$ cat src/rtl/cpu_defs_pkg.sv
// Shared CPU definitions: datapath/register widths, common types and the
// operand-stage occupancy states.
package cpu_defs;

    localparam int unsigned XLEN = 32;
    localparam int unsigned AW   = 5;

    typedef logic [AW-1:0]   reg_addr_t;
    typedef logic [XLEN-1:0] xword_t;

    localparam reg_addr_t REG_ZERO = 5'd0;

    typedef enum logic {
        ST_EMPTY = 1'b0,
        ST_FULL  = 1'b1
    } stage_state_t;

endpackage

$ cat src/rtl/operand_bypass.sv
// Per-source operand select: r0 reads zero, otherwise the youngest in-flight
// writer (EX, then MEM, then WB write-through) wins over the regfile value.
module operand_bypass
    import cpu_defs::*;
#(
    parameter int unsigned XLEN = cpu_defs::XLEN,
    parameter int unsigned AW   = cpu_defs::AW
) (
    input  logic [AW-1:0]   rs,
    input  logic            use_rs,
    input  logic [XLEN-1:0] rdata,
    input  logic            ex_we,
    input  logic [AW-1:0]   ex_rd,
    input  logic [XLEN-1:0] ex_data,
    input  logic            ex_is_load,
    input  logic            mem_we,
    input  logic [AW-1:0]   mem_rd,
    input  logic [XLEN-1:0] mem_data,
    input  logic            wb_we,
    input  logic [AW-1:0]   wb_waddr,
    input  logic [XLEN-1:0] wb_wdata,
    output logic [XLEN-1:0] operand
);

    logic is_zero;
    logic ex_hit;
    logic mem_hit;
    logic wb_hit;

    always_comb begin
        is_zero = (rs == AW'(REG_ZERO));
        // A load in EX has no data yet; the hazard stall keeps it from being used.
        ex_hit  = ex_we && (ex_rd == rs) && !ex_is_load;
        mem_hit = mem_we && (mem_rd == rs);
        wb_hit  = wb_we && (wb_waddr == rs);
    end

    always_comb begin
        operand = '0;
        if (use_rs && !is_zero) begin
            if (ex_hit)
                operand = ex_data;
            else if (mem_hit)
                operand = mem_data;
            else if (wb_hit)
                operand = wb_wdata;
            else
                operand = rdata;
        end
    end

endmodule

$ cat src/rtl/reg_read_stage.sv
// Decode-to-execute operand stage: regfile read ports, EX/MEM/WB bypass,
// load-use hazard detection and a valid/ready ID/EX pipeline register.
module reg_read_stage
    import cpu_defs::*;
#(
    parameter int unsigned XLEN  = cpu_defs::XLEN,
    parameter int unsigned AW    = cpu_defs::AW,
    parameter int unsigned TAG_W = 32
) (
    input  logic             clk,
    input  logic             rst,
    input  logic             flush,
    input  logic             in_valid,
    output logic             in_ready,
    input  logic [AW-1:0]    in_rs1,
    input  logic             in_use_rs1,
    input  logic [AW-1:0]    in_rs2,
    input  logic             in_use_rs2,
    input  logic [AW-1:0]    in_rd,
    input  logic             in_rd_we,
    input  logic             in_is_load,
    input  logic [TAG_W-1:0] in_tag,
    output logic             re1,
    output logic [AW-1:0]    raddr1,
    input  logic [XLEN-1:0]  rdata1,
    output logic             re2,
    output logic [AW-1:0]    raddr2,
    input  logic [XLEN-1:0]  rdata2,
    input  logic             ex_we,
    input  logic [AW-1:0]    ex_rd,
    input  logic [XLEN-1:0]  ex_data,
    input  logic             ex_is_load,
    input  logic             mem_we,
    input  logic [AW-1:0]    mem_rd,
    input  logic [XLEN-1:0]  mem_data,
    input  logic             wb_we,
    input  logic [AW-1:0]    wb_waddr,
    input  logic [XLEN-1:0]  wb_wdata,
    output logic             out_valid,
    input  logic             out_ready,
    output logic [XLEN-1:0]  out_op1,
    output logic [XLEN-1:0]  out_op2,
    output logic [AW-1:0]    out_rd,
    output logic             out_rd_we,
    output logic             out_is_load,
    output logic [TAG_W-1:0] out_tag,
    output logic [31:0]      stall_cnt
);

    stage_state_t    state_q;
    stage_state_t    state_d;
    logic [XLEN-1:0] op1;
    logic [XLEN-1:0] op2;
    logic            hazard;
    logic            accept;
    logic            capture;

    always_comb begin
        re1    = in_valid && in_use_rs1 && (in_rs1 != AW'(REG_ZERO));
        re2    = in_valid && in_use_rs2 && (in_rs2 != AW'(REG_ZERO));
        raddr1 = in_rs1;
        raddr2 = in_rs2;
    end

    operand_bypass #(.XLEN(XLEN), .AW(AW)) u_bypass1 (
        .rs(in_rs1), .use_rs(in_use_rs1), .rdata(rdata1),
        .ex_we(ex_we), .ex_rd(ex_rd), .ex_data(ex_data), .ex_is_load(ex_is_load),
        .mem_we(mem_we), .mem_rd(mem_rd), .mem_data(mem_data),
        .wb_we(wb_we), .wb_waddr(wb_waddr), .wb_wdata(wb_wdata),
        .operand(op1)
    );

    operand_bypass #(.XLEN(XLEN), .AW(AW)) u_bypass2 (
        .rs(in_rs2), .use_rs(in_use_rs2), .rdata(rdata2),
        .ex_we(ex_we), .ex_rd(ex_rd), .ex_data(ex_data), .ex_is_load(ex_is_load),
        .mem_we(mem_we), .mem_rd(mem_rd), .mem_data(mem_data),
        .wb_we(wb_we), .wb_waddr(wb_waddr), .wb_wdata(wb_wdata),
        .operand(op2)
    );

    always_comb begin
        hazard = in_valid && ex_we && ex_is_load && (ex_rd != AW'(REG_ZERO)) &&
                 ((in_use_rs1 && (in_rs1 == ex_rd)) || (in_use_rs2 && (in_rs2 == ex_rd)));
        in_ready = !rst && !flush && !hazard && (!out_valid || out_ready);
        accept   = in_valid && in_ready;
    end

    always_ff @(posedge clk) begin
        if (rst)
            state_q <= ST_EMPTY;
        else
            state_q <= state_d;
    end

    // A hazard while FULL and draining falls through to EMPTY: that is the bubble.
    always_comb begin
        state_d = state_q;
        if (flush) begin
            state_d = ST_EMPTY;
        end else begin
            case (state_q)
                ST_EMPTY: if (accept) state_d = ST_FULL;
                ST_FULL:  if (out_ready) state_d = accept ? ST_FULL : ST_EMPTY;
                default:  state_d = ST_EMPTY;
            endcase
        end
    end

    always_comb begin
        out_valid = (state_q == ST_FULL);
        capture   = accept;
    end

    always_ff @(posedge clk) begin
        if (rst) begin
            out_op1     <= '0;
            out_op2     <= '0;
            out_rd      <= '0;
            out_rd_we   <= 1'b0;
            out_is_load <= 1'b0;
            out_tag     <= '0;
        end else if (capture) begin
            out_op1     <= op1;
            out_op2     <= op2;
            out_rd      <= in_rd;
            out_rd_we   <= in_rd_we;
            out_is_load <= in_is_load;
            out_tag     <= in_tag;
        end
    end

    always_ff @(posedge clk) begin
        if (rst)
            stall_cnt <= '0;
        else if (in_valid && !in_ready && !flush && (stall_cnt != '1))
            stall_cnt <= stall_cnt + 32'd1;
    end

endmodule

$ cat config.mk
export PLATFORM = sky130hd
export DESIGN_NAME = reg_read_stage
export DESIGN_NICKNAME = d
export VERILOG_FILES = /design/src/rtl/cpu_defs_pkg.sv /design/src/rtl/operand_bypass.sv /design/src/rtl/reg_read_stage.sv
export SDC_FILE = /design/constraint.sdc
export NUM_CORES = 1
export LEC_CHECK = 0
export CELL_PAD_IN_SITES_DETAIL_PLACEMENT = 0
export CELL_PAD_IN_SITES_GLOBAL_PLACEMENT = 1
export CORE_ASPECT_RATIO = 0.6
export CORE_UTILIZATION = 26
export DETAILED_ROUTE_END_ITERATION = 7
export PLACE_DENSITY_LB_ADDON = 0.15
export SYNTH_ARGS = -nofsm -noshare
export SYNTH_HDL_FRONTEND = slang
export SYNTH_SLANG_ARGS = --single-unit
$ cat constraint.sdc
create_clock -name clk -period 2.4 [get_ports clk]
set_input_delay 0.24 -clock clk [delete_from_list [all_inputs] [get_ports clk]]
set_output_delay 0.24 -clock clk [all_outputs]
set_load 0.01 [all_outputs]
Word level (Yosys, flattened, before mapping) --
Cells that the tools add are included.
Storage, ports and cells: logic and storage cells 73, register bits after elaboration 136, output and inout port bits 149
Operators by class: bitwise gates (word level) 1, mux-type cells 11, add/subtract/negate cells 1, reductions and logical operators 43, eq/ne operators 9
Operators by type and width (count):
- $mux 32 | 8
- $eq 5x5->1 | 8
- $add 32x1->32 const B | 1
- $ne 32x32->1 const B | 1
- $logic_and 1x1->1 | 27
- $reduce_bool 5->1 | 3
- $logic_not 5->1 | 2
- $logic_not 1->1 | 8
- $logic_or 1x1->1 | 2
- $mux 1 | 2
- $pmux 1 s2 | 1
- $reduce_or 2->1 | 1
- $not 1->1 | 1

Longest topological paths before layout --
depth after elaboration 11, depth in mapped cells 9, depth with buffers taken out 7

Hierarchy --
A second synthesis with hierarchy kept.
Second synthesis, totals: cells, all modules 1026, area total of the unflattened synthesis 8314.2 µm²
By module, submodules not included:
- reg_read_stage | instances 1, cells an instance 686, sequential area each 2722.6 µm², area each 5489.0 µm²
- operand_bypass | instances 2, cells an instance 170, sequential area each 0.0 µm², area each 1412.6 µm²

Worst setup path after synthesis --
Ideal clock, no wire load.
path type flip-flop to flip-flop, start point reg stall_cnt[0], end point reg stall_cnt[1], setup time 0.128 ns, stages on the path, launching flop included 10, period minus slack after synthesis 2.317 ns, setup slack 0.083 ns, data arrival time 2.189 ns, buffers on the path 2, cell sequence dfxtp_1 > ha_1 > and4_1 > nand4_1 > or4_4 > o211ai_4 > buf_6 > buf_6 > mux2i_1 > nor2_1
On the way: word-level cells in the longest chain between the ends 2, elaborated cells on any way between the ends 3, those cells by class 1 x add/sub; 1 x eq/ne; 1 x reduce/logical
Ends and longest elaborated chain:
- start: declaration | RTL line reg_read_stage.sv:47 | output logic [31:0] stall_cnt
- start signal: assignment | RTL line reg_read_stage.sv:136 | stall_cnt <= stall_cnt + 32'd1;
- parallel branches: the longest is 2 deep, another holds $add 32x1->32
Parallel ways; which one is timed is not known. A chain may end at the register's enable or synchronous reset.

Worst setup path after layout --
start point reg stall_cnt[0], end point reg stall_cnt[30]
Same word-level chain as after synthesis.

==> impl_results.md <==
- Hold path endpoint: out_tag[28]
- Syn Area/Cell: approximately 9.4 sq um
- Die Ht: ~130 microns
- Reg2Reg Setup Slack: 120 ps
- Final Max Tran Viols: 0
- Synth top area share: between 30 and 40%
- Power, Total: approximately 6100 uW
- R2r startpoint: stall_cnt[0]
- Worst Tran Pin Value: around 870 ps
- Max IR drop VDD: ~0.34 mV
- Flops & latches, synth: 136
- CP Class: reg -> reg
- Leading cell types in the layout, fill and taps excluded: clkdlybuf4s50_1, dfxtp_1, mux2i_1, nand2_1, buf_4
- P&R area growth vs syn: 74.4%
- CTS HTree Levels: 4
- RSZ-0062 raised after global routing: false
- DRC violations left: 0
- Crit-path slowest cell: or4_4
- Reg2reg path depth: 9
- Layout cells sized above 1: between 10% and 20%
- GRT overflow: 0
- Vias/cell: 5.01
- Most common cell after layout, fill and taps aside: clkdlybuf4s50_1
- Reg2Reg Capture Point: stall_cnt[30]
- Fmax: between 400 and 500 MHz
- Hold Vio Cnt, Final: 0
- Final Skew: between 15 and 20 ps
- Crit share post-route: a little over nine tenths
- CP Cell Sequence: ha_2 -> and4_4 -> nand4_1 -> or4_4 -> o211ai_4 -> buf_6 -> buf_4 -> or3_1 -> a21oi_1
- Clock buffer depth: 2
- Worst Path Arrival: approximately 2600 ps
- P_leak: approximately 0.0045 uW
- Vias in the first global route: around 7.6k
- Post-layout minimum cycle time: about 2300 ps
- Startpoint types: flop
- Final setup viols: 0
- Initial antenna violation count: 1
- DR pass1 iterations: 5
- Setup WS pre-CTS: -268 ps
- Die Width: roughly 220 microns
- Die ar.: 28,400 sq um
- ANT nets after route: 0
- RePlAce Congestion: between 0.8 and 0.9
- Yosys cell types: 43
- Pwr Density: 485 nW/um^2
- Post-Route WL: around 32,000 microns
- DR iter-0 viols: 459
- Top post-synthesis cells by area: dfxtp_1, mux2i_1, a32o_1
- Yosys warns: 0
- Hold Crit Class: in -> reg
- Syn Inst Count: 771
- Row count: between 40 and 50
- Async set-or-reset flop fraction in the synthesized netlist: 0%
- CP top delay family: simple AND/OR/NAND/NOR gates
- Worst-path clk slew: approximately 70 ps
- Starting Density: about 27%
- Post-DP HPWL: between 20,000 and 25,000 microns
- CP Data Required Time: approximately 2700 ps
- Post-synth EDFFs: 0
- Area leader, netlist: dfxtp_1
- Largest net degree at the start of global routing: 78
- CTS Buf Count: 17
- Core area: 26,800 sq um
- Sequential area share after synthesis: 37.8%
- Layout Nets: about 1.4k
- CTS tree: yes
- Fin worst setup slack: between 100 and 150 ps
- Clock Latency Late Sink: 450 ps
- Hold Crit Depth: 3
- CP Max Fanout: 9
- Syn_nets: 1,007
- WP buf/inv: 2
- Worst Hold Launch: in_tag[28]
- IO Pins: between 300 and 400
- Root Buffer: clkbuf_16
- Max incr delay on CP: around 580 ps
- Aggregate global-route resource usage: between 20 and 25%
- First-pass GRT wire length: approximately 46,000 microns
- DR WL/cell: about 20 microns
- Relative slew slack: around two fifths
- Ys flop type: dfxtp_1
- Sinks on the clock net: about 140
- IO buf count: between 300 and 400
- Max_cap viols: 0
- Crit. End Element: flop
- Mapped cell area: about 7000 sq um
- Status: completed
- Via count: ~7.8k
- Cts hold-fix bufs: 0
[area by class of cell]
class	instances	area [sq um]
fill	2606	14200
tap	360	450
timing repair buffer	469	4670
inverter	5	18.8
multi-input combinational	557	4150
antenna	1	2.50
sequential	136	2720
clock buffer	17	425
clock inverter	15	144
[power by group]
part           switching, uW  internal (uW)  leakage (uW)  total (uW)
clock network           1170           1450      0.000278        2620
logic                    436            685       0.00308        1120
registers               33.5           2320       0.00110        2360
[kinds of logic after synthesis]
logic type	count (synthesis)	synth area share (%)
AND/OR/NAND/NOR	227	15.6
AO/OA/AOI/OAI	190	22.1
flip-flops	136	37.8
multiplexers	108	15.2
buffers and inverters	78	5.43
XOR/XNOR	31	3.76
adder cells (fa/ha/maj)	1	0.173
[cell usage after synthesis, types with 2 or more instances]
library cell  instances
a21oi_1              27
a32o_1               64
and2_1                2
and3_1               12
and4_1                3
buf_2                18
buf_4                14
buf_6                 3
clkbuf_1             37
dfxtp_1             136
inv_1                 5
mux2_4                3
mux2i_1             104
nand2_1              74
nand2b_1              3
nand3_1              21
nand4_1               9
nor2_1               49
nor2b_1               4
nor3_1                3
nor4_1               10
o21ai_0              12
o21ai_1               7
o22a_1               64
o311a_1               3
o31ai_1               7
or3_1                26
or4_1                 7
xnor2_1              14
xor2_1               17
[layer usage]
metal | GRT usage (%) | wire length, microns | vias to the layer above
met5 | 0 | 11 | -
met4 | 7.29 | 608 | 2
met3 | 6.83 | 2100 | 41
met2 | 33.5 | 14500 | 271
met1 | 28.8 | 14400 | 3761
li1 | - | - | 3748
[tightest hold or removal path, cell delays in order]
cell	delay, ps
clkdlybuf4s50_1	390
mux2i_1	130
nor2_1	50
[metrics by stage]
step	cell area (sq um)	util (%)	TNS (ps)	instances	hold WS, ps
floorplan	7210	-	0	771	319
CTS	12500	46.7	0	1557	386
detailed placement	12000	44.6	-27110	1525	453
finish	12600	46.9	0	1560	403
global placement	12000	44.6	-25700	1525	448
global route	12600	46.9	0	1559	396
[sequential cells by signal, indices dropped and copies added, names as in the netlist]
signal       flops
out_is_load      1
out_op1         32
out_op2         32
out_rd           5
out_rd_we        1
out_tag         32
out_valid        1
stall_cnt       32
[worst max-delay path by stage]
stage	startpoint	to	slack [ps]	cells past startpoint
after floorplan	stall_cnt[0]	stall_cnt[1]	80	9
after global placement	ex_rd[1]	in_ready	-240	5
after detailed placement	ex_rd[1]	out_tag[13]	-270	8
after CTS	ex_rd[1]	in_ready	20	5
after global routing	stall_cnt[0]	stall_cnt[9]	9	9
final	stall_cnt[0]	stall_cnt[30]	120	9
[what timing repair did]
item,in CTS,in global routing
cloned,0,0
pin swaps,0,2
resized for setup,3,7
endpoints found under the setup margin,3,20
buffers inserted,0,2
No activity file was read; power rests on OpenSTA's default activity.
